**config.mk**
```make
export PLATFORM = sky130hd
export DESIGN_NAME = alu_seq_control
export DESIGN_NICKNAME = d
export VERILOG_FILES = /design/src/rtl/alu_ctrl_pkg.sv /design/src/rtl/alu_ctrl_decode.sv /design/src/rtl/alu_seq_control.sv
export SDC_FILE = /design/constraint.sdc
export NUM_CORES = 1
export LEC_CHECK = 0
export ABC_CLOCK_PERIOD_IN_PS = 2000
export CORE_AREA = 2 2 40 60
export CTS_BUF_LIST = sky130_fd_sc_hd__clkbuf_8 sky130_fd_sc_hd__clkbuf_16
export DETAILED_ROUTE_END_ITERATION = 6
export DIE_AREA = 0 0 42 62
export PLACE_DENSITY_LB_ADDON = 0.15
export SLEW_MARGIN = 10
export SYNTH_ARGS = -nofsm -noshare
export SYNTH_HDL_FRONTEND = slang
export SYNTH_SLANG_ARGS = --single-unit
```
**constraint.sdc**
```tcl
create_clock -name clk -period 2 [get_ports clk]
set_input_delay 0.4 -clock clk [delete_from_list [all_inputs] [get_ports clk]]
set_output_delay 0.4 -clock clk [all_outputs]
set_load 0.03 [all_outputs]
```
**src/rtl/alu_ctrl_pkg.sv**
```systemverilog
// Shared encodings for the ALU control sequencer: ALU op selects, funct codes,
// ALUOp classes from main control and the sequencer state type.
package alu_ctrl_pkg;

  localparam int unsigned ALU_ADD = 0;
  localparam int unsigned ALU_SUB = 1;
  localparam int unsigned ALU_AND = 2;
  localparam int unsigned ALU_OR  = 3;
  localparam int unsigned ALU_SLT = 4;

  localparam int unsigned FN_MUL = 5;
  localparam int unsigned FN_DIV = 6;
  localparam int unsigned FN_JR  = 8;

  localparam int unsigned ALUOP_RTYPE = 0;
  localparam int unsigned ALUOP_SUB   = 1;
  localparam int unsigned ALUOP_SLT   = 2;
  localparam int unsigned ALUOP_ADD   = 3;

  typedef enum logic [1:0] {
    ST_IDLE,
    ST_MUL,
    ST_DIV,
    ST_DONE
  } state_t;

endpackage

```
**src/rtl/alu_ctrl_decode.sv**
```systemverilog
// Combinational ALUOp/funct decoder: ALU select, jump-register, multiply/divide
// classification and unsupported-encoding flag.
import alu_ctrl_pkg::*;

module alu_ctrl_decode #(
  parameter int ALUOP_W = 2,
  parameter int FUNCT_W = 4,
  parameter int CTRL_W  = 3
) (
  input  logic [ALUOP_W-1:0] alu_op,
  input  logic [FUNCT_W-1:0] funct,
  output logic [CTRL_W-1:0]  ctrl,
  output logic               jr,
  output logic               is_mul,
  output logic               is_div,
  output logic               illegal
);

  always_comb begin
    ctrl    = CTRL_W'(ALU_ADD);
    jr      = 1'b0;
    is_mul  = 1'b0;
    is_div  = 1'b0;
    illegal = 1'b0;
    if (alu_op == ALUOP_W'(ALUOP_ADD)) begin
      ctrl = CTRL_W'(ALU_ADD);
    end else if (alu_op == ALUOP_W'(ALUOP_SLT)) begin
      ctrl = CTRL_W'(ALU_SLT);
    end else if (alu_op == ALUOP_W'(ALUOP_SUB)) begin
      ctrl = CTRL_W'(ALU_SUB);
    end else if (alu_op == ALUOP_W'(ALUOP_RTYPE)) begin
      // funct 0..4 is already the ALU select encoding
      if (funct <= FUNCT_W'(ALU_SLT)) begin
        ctrl = CTRL_W'(funct[2:0]);
      end else if (funct == FUNCT_W'(FN_JR)) begin
        jr = 1'b1;
      end else if (funct == FUNCT_W'(FN_MUL)) begin
        is_mul = 1'b1;
      end else if (funct == FUNCT_W'(FN_DIV)) begin
        is_div = 1'b1;
      end else begin
        illegal = 1'b1;
      end
    end else begin
      illegal = 1'b1;
    end
  end

endmodule

```
**src/rtl/alu_seq_control.sv**
```systemverilog
// ALU control sequencer: single-cycle decode results with latency 1, and
// multi-cycle multiply/divide occupancy tracked by a down-counter FSM.
import alu_ctrl_pkg::*;

module alu_seq_control #(
  parameter int ALUOP_W    = 2,
  parameter int FUNCT_W    = 4,
  parameter int CTRL_W     = 3,
  parameter int MUL_CYCLES = 8,
  parameter int DIV_CYCLES = 16
) (
  input  logic               clk,
  input  logic               reset,
  input  logic               in_valid,
  output logic               in_ready,
  input  logic [ALUOP_W-1:0] alu_op,
  input  logic [FUNCT_W-1:0] funct,
  input  logic               flush,
  output logic [CTRL_W-1:0]  alu_ctrl,
  output logic               jr_ctrl,
  output logic               illegal,
  output logic               mdu_start,
  output logic               mdu_sel,
  output logic               busy,
  output logic               out_valid
);

  localparam int MAX_CYC = (MUL_CYCLES > DIV_CYCLES) ? MUL_CYCLES : DIV_CYCLES;
  localparam int CNT_W   = $clog2(MAX_CYC);

  logic [CTRL_W-1:0] dec_ctrl;
  logic              dec_jr;
  logic              dec_mul;
  logic              dec_div;
  logic              dec_ill;

  state_t            state;
  logic [CNT_W-1:0]  cnt;
  logic [CTRL_W-1:0] ctrl_p1;
  logic              jr_p1;
  logic              ill_p1;
  logic              start_p1;
  logic              sel_p1;
  logic              vld_p1;

  alu_ctrl_decode #(
    .ALUOP_W (ALUOP_W),
    .FUNCT_W (FUNCT_W),
    .CTRL_W  (CTRL_W)
  ) u_decode (
    .alu_op  (alu_op),
    .funct   (funct),
    .ctrl    (dec_ctrl),
    .jr      (dec_jr),
    .is_mul  (dec_mul),
    .is_div  (dec_div),
    .illegal (dec_ill)
  );

  // stage p0 -> p1: accept, sequence and register results
  always_ff @(posedge clk) begin
    if (reset) begin
      state    <= ST_IDLE;
      cnt      <= '0;
      ctrl_p1  <= '0;
      jr_p1    <= 1'b0;
      ill_p1   <= 1'b0;
      start_p1 <= 1'b0;
      sel_p1   <= 1'b0;
      vld_p1   <= 1'b0;
    end else begin
      start_p1 <= 1'b0;
      vld_p1   <= 1'b0;
      if (flush) begin
        state  <= ST_IDLE;
        cnt    <= '0;
        sel_p1 <= 1'b0;
      end else begin
        case (state)
          ST_IDLE: begin
            if (in_valid) begin
              ctrl_p1 <= dec_ctrl;
              jr_p1   <= dec_jr;
              ill_p1  <= dec_ill;
              if (dec_mul) begin
                state    <= ST_MUL;
                cnt      <= CNT_W'(MUL_CYCLES - 1);
                start_p1 <= 1'b1;
                sel_p1   <= 1'b0;
              end else if (dec_div) begin
                state    <= ST_DIV;
                cnt      <= CNT_W'(DIV_CYCLES - 1);
                start_p1 <= 1'b1;
                sel_p1   <= 1'b1;
              end else begin
                vld_p1 <= 1'b1;
              end
            end
          end
          ST_MUL, ST_DIV: begin
            if (cnt == '0) begin
              state   <= ST_DONE;
              vld_p1  <= 1'b1;
              ctrl_p1 <= CTRL_W'(ALU_ADD);
              jr_p1   <= 1'b0;
              ill_p1  <= 1'b0;
            end else begin
              cnt <= cnt - 1'b1;
            end
          end
          ST_DONE: begin
            state  <= ST_IDLE;
            sel_p1 <= 1'b0;
          end
          default: state <= ST_IDLE;
        endcase
      end
    end
  end

  assign in_ready  = (state == ST_IDLE);
  assign busy      = (state != ST_IDLE);
  assign alu_ctrl  = ctrl_p1;
  assign jr_ctrl   = jr_p1;
  assign illegal   = ill_p1;
  assign mdu_start = start_p1;
  assign mdu_sel   = sel_p1;
  // A redirect arriving during DONE cancels the completion it would report
  assign out_valid = vld_p1 & ~(flush & (state == ST_DONE));

endmodule

```
==> results.sh <==
export IMPL_status="completed"
export IMPL_slowest_stage="or4b_1"
export IMPL_synth_seq_area_share_pct=33.2
export IMPL_synth_largest_area_cell="dfxtp_1"
export IMPL_finalHoldViolCount=0
export IMPL_powerDensity_nw_per_um2=499
export IMPL_fin_util_pct=59.4
export IMPL_gp_congestion=0.839
export IMPL_place_hpwl_um=1870
export IMPL_grt_max_degree=10
export IMPL_synth_distinct_cells=38
export IMPL_io_buffers=19
export IMPL_clockBufferDepth=2
export IMPL_post_cts_setup_buffers=0
export IMPL_cts_tree="built"
export IMPL_crit_buf_inv=1
export IMPL_slew_headroom_pct=72.9
export IMPL_grt_pass1_wl_um=3930
export IMPL_timing_final_crit_share_pct=96.5
export IMPL_synth_edff_count=0
export IMPL_insertion_delay_ns=0.25
export IMPL_instances_no_fill=156
export IMPL_syn_area_um2=845
export IMPL_via_per_inst=5.73
export IMPL_max_stage_delay_ns=0.47
export IMPL_r2r_setup_slack_ns=0.07
export IMPL_setup_viol=0
export IMPL_p_leak_nw=0.495
export IMPL_area_delta_synth_final_pct=49.8
export IMPL_synth_area_per_cell_um2=8.89
export IMPL_cts_hold_buf=0
export IMPL_chipWidth_um=42
export IMPL_cp_start_kind="register"
export IMPL_synth_area_leaders="dfxtp_1 (33%), ha_1 (5.9%), mux2i_1 (4.7%)"
export IMPL_diodes=0
export IMPL_drive_above_1_share_pct=27.1
export IMPL_clock_skew_ns=0.00151
export IMPL_max_clock_freq_mhz=518
export IMPL_synth_top_area_share_pct=33.2
export IMPL_rsz0062_at_grt="no"
export IMPL_die_area_um2=2600
export IMPL_final_setup_tns_ns=0
export IMPL_async_reset_ff_share_pct=0
export IMPL_fp_dieH_um=62
export IMPL_initialDrtViolationCount=27
export IMPL_clk_pin_slew_ns=0.06
export IMPL_syn_inst=95
export IMPL_endpoint_kind="register"
export IMPL_yosys_warnings=0
export IMPL_min_path_type="reg -> reg"
export IMPL_timing_final_crit_period_ns=1.93
export IMPL_drc=0
export IMPL_synthesis_nets=109
export IMPL_routedWlPerCell_um=15.4
export IMPL_numCtsBuffers=3
export IMPL_antenna_found_initial=0
export IMPL_synth_seq_cells=14
export IMPL_ctsResizeCount=1
export IMPL_crit_required_ns=2.18
export IMPL_cap_violations=0
export IMPL_crit_path_max_fanout=4
export IMPL_fin_ws_ns=0.0699
export IMPL_core_um2=2130
export IMPL_grtUsageTotal_pct=20.3
export IMPL_crit_family="simple AND/OR/NAND/NOR gates"
export IMPL_holdWs_ns=0.471
export IMPL_initial_core_util_pct=39.7
export IMPL_max_vdd_ir_drop_uv=346
export IMPL_clock_sinks=14
export IMPL_dr_pass1_iters=4
export IMPL_cp_arrival_ns=2.11
export IMPL_postRouteAntennaNets=0
export IMPL_wl_um=2400
export IMPL_grt_pass1_vias=907
export IMPL_worst_slew_pin_slew_ns=0.401
export IMPL_rows=21
export IMPL_path_cells="inv_2, ha_4, or3b_4, a2111oi_4, or4b_1, a21oi_1"
export IMPL_dr_total_vias=894
export IMPL_final_max_slew_viol_count=0
export IMPL_grt_overflow=0
export IMPL_htree_levels=1
export IMPL_crit_type="reg -> reg"
export IMPL_place_ws_ns=-0.180
export IMPL_nNetsFinal=149
export IMPL_cts_root_buf="clkbuf_8"
export IMPL_io_pins=20
export IMPL_dp_cells=153
export IMPL_synth_flop_cell="dfxtp_1"
[cells in the final DEF (no fill, tap or decap), types with 2 or more instances in the layout]
cell / instances
a21oi_1: 7
buf_4: 19
nor3_1: 2
dfxtp_2: 2
nand2_1: 4
ha_2: 2
inv_2: 2
a211oi_1: 2
mux2i_1: 4
clkbuf_8: 3
o31ai_1: 2
nor4b_2: 2
a31oi_1: 4
nor4_1: 2
a2111o_1: 2
nor2_1: 7
inv_1: 4
clkdlybuf4s50_1: 16
o211ai_1: 2
nor2b_1: 2
dfxtp_1: 12
nand2b_1: 5
[layer usage]
metal / vias up / routed length [um] / global-route usage, %
met3: 7 / 89 / 2.89
met4: 0 / 59 / 12.9
met5: - / 0 / 0
li1: 439 / - / -
met1: 424 / 983 / 20.6
met2: 24 / 1270 / 39.3
[cell families after synthesis]
| group | Yosys count | share of synthesized area (%) |
|---|---|---|
| xor+xnor | 1 | 1.04 |
| fa+ha+maj | 4 | 5.93 |
| buf+inv | 8 | 3.56 |
| mux | 4 | 4.74 |
| simple gates | 36 | 25.9 |
| compound gates | 28 | 25.6 |
| flops | 14 | 33.2 |
[cell usage after synthesis, types with 2 or more instances]
cell	instances
a21oi_1	7
nor3_1	3
nand2b_1	5
dfxtp_1	14
nor4_1	2
mux2i_1	4
o31ai_1	2
nor2b_1	2
nand2_1	4
ha_1	4
o211ai_1	2
a211oi_1	2
nor4b_1	2
a31oi_1	4
inv_1	6
a2111o_1	2
nor2_1	8
clkbuf_1	2
[worst reg2reg max path, delay by kind of cell, from the launching register on]
kind,cells,cell delay [ns]
fa+ha+maj,1,0.14
buf+inv,1,0.07
compound gates,2,0.45
simple gates,2,0.87
flops,1,0.34
[stage by stage]
| stage | total power [W] | instance area [um^2] |
|---|---|---|
| after CTS | 0.000631 | 1250 |
| after floorplan | 0.000336 | 862 |
| final | 0.000632 | 1260 |
| after detailed placement | 0.000402 | 1210 |
| after global placement | 0.000401 | 1210 |
| after global routing | 0.000659 | 1260 |
[state kept, by name, summed over array words and instances, names as in the netlist]
| signal | flops |
|---|---|
| cnt | 4 |
| alu_ctrl | 3 |
| state | 2 |
| illegal | 1 |
| jr_ctrl | 1 |
| mdu_sel | 1 |
| mdu_start | 1 |
| vld_p1 | 1 |
[power by group]
group	internal, W	switching (W)	leakage, nW
sequential	0.000283	0.00000235	0.114
combinational	0.0000596	0.0000535	0.359
clock	0.000133	0.0000995	0.0216
[layout make-up]
type	instances	area, um^2
clock buffer	3	41.3
fill	200	863
inverter	6	22.5
multi-input combinational	73	566
sequential	14	283
tap	23	28.8
timing repair buffer	37	324
[worst paths after layout]
check / from / to / cells after the start
worst max-delay path: cnt[1] / alu_ctrl[0] / 6
worst min-delay path: alu_ctrl[0] / alu_ctrl[0] / 2
worst max register to register: cnt[1] / alu_ctrl[0] / 6
worst min register to register: alu_ctrl[0] / alu_ctrl[0] / 2
Power figures use the tool's default switching activity.
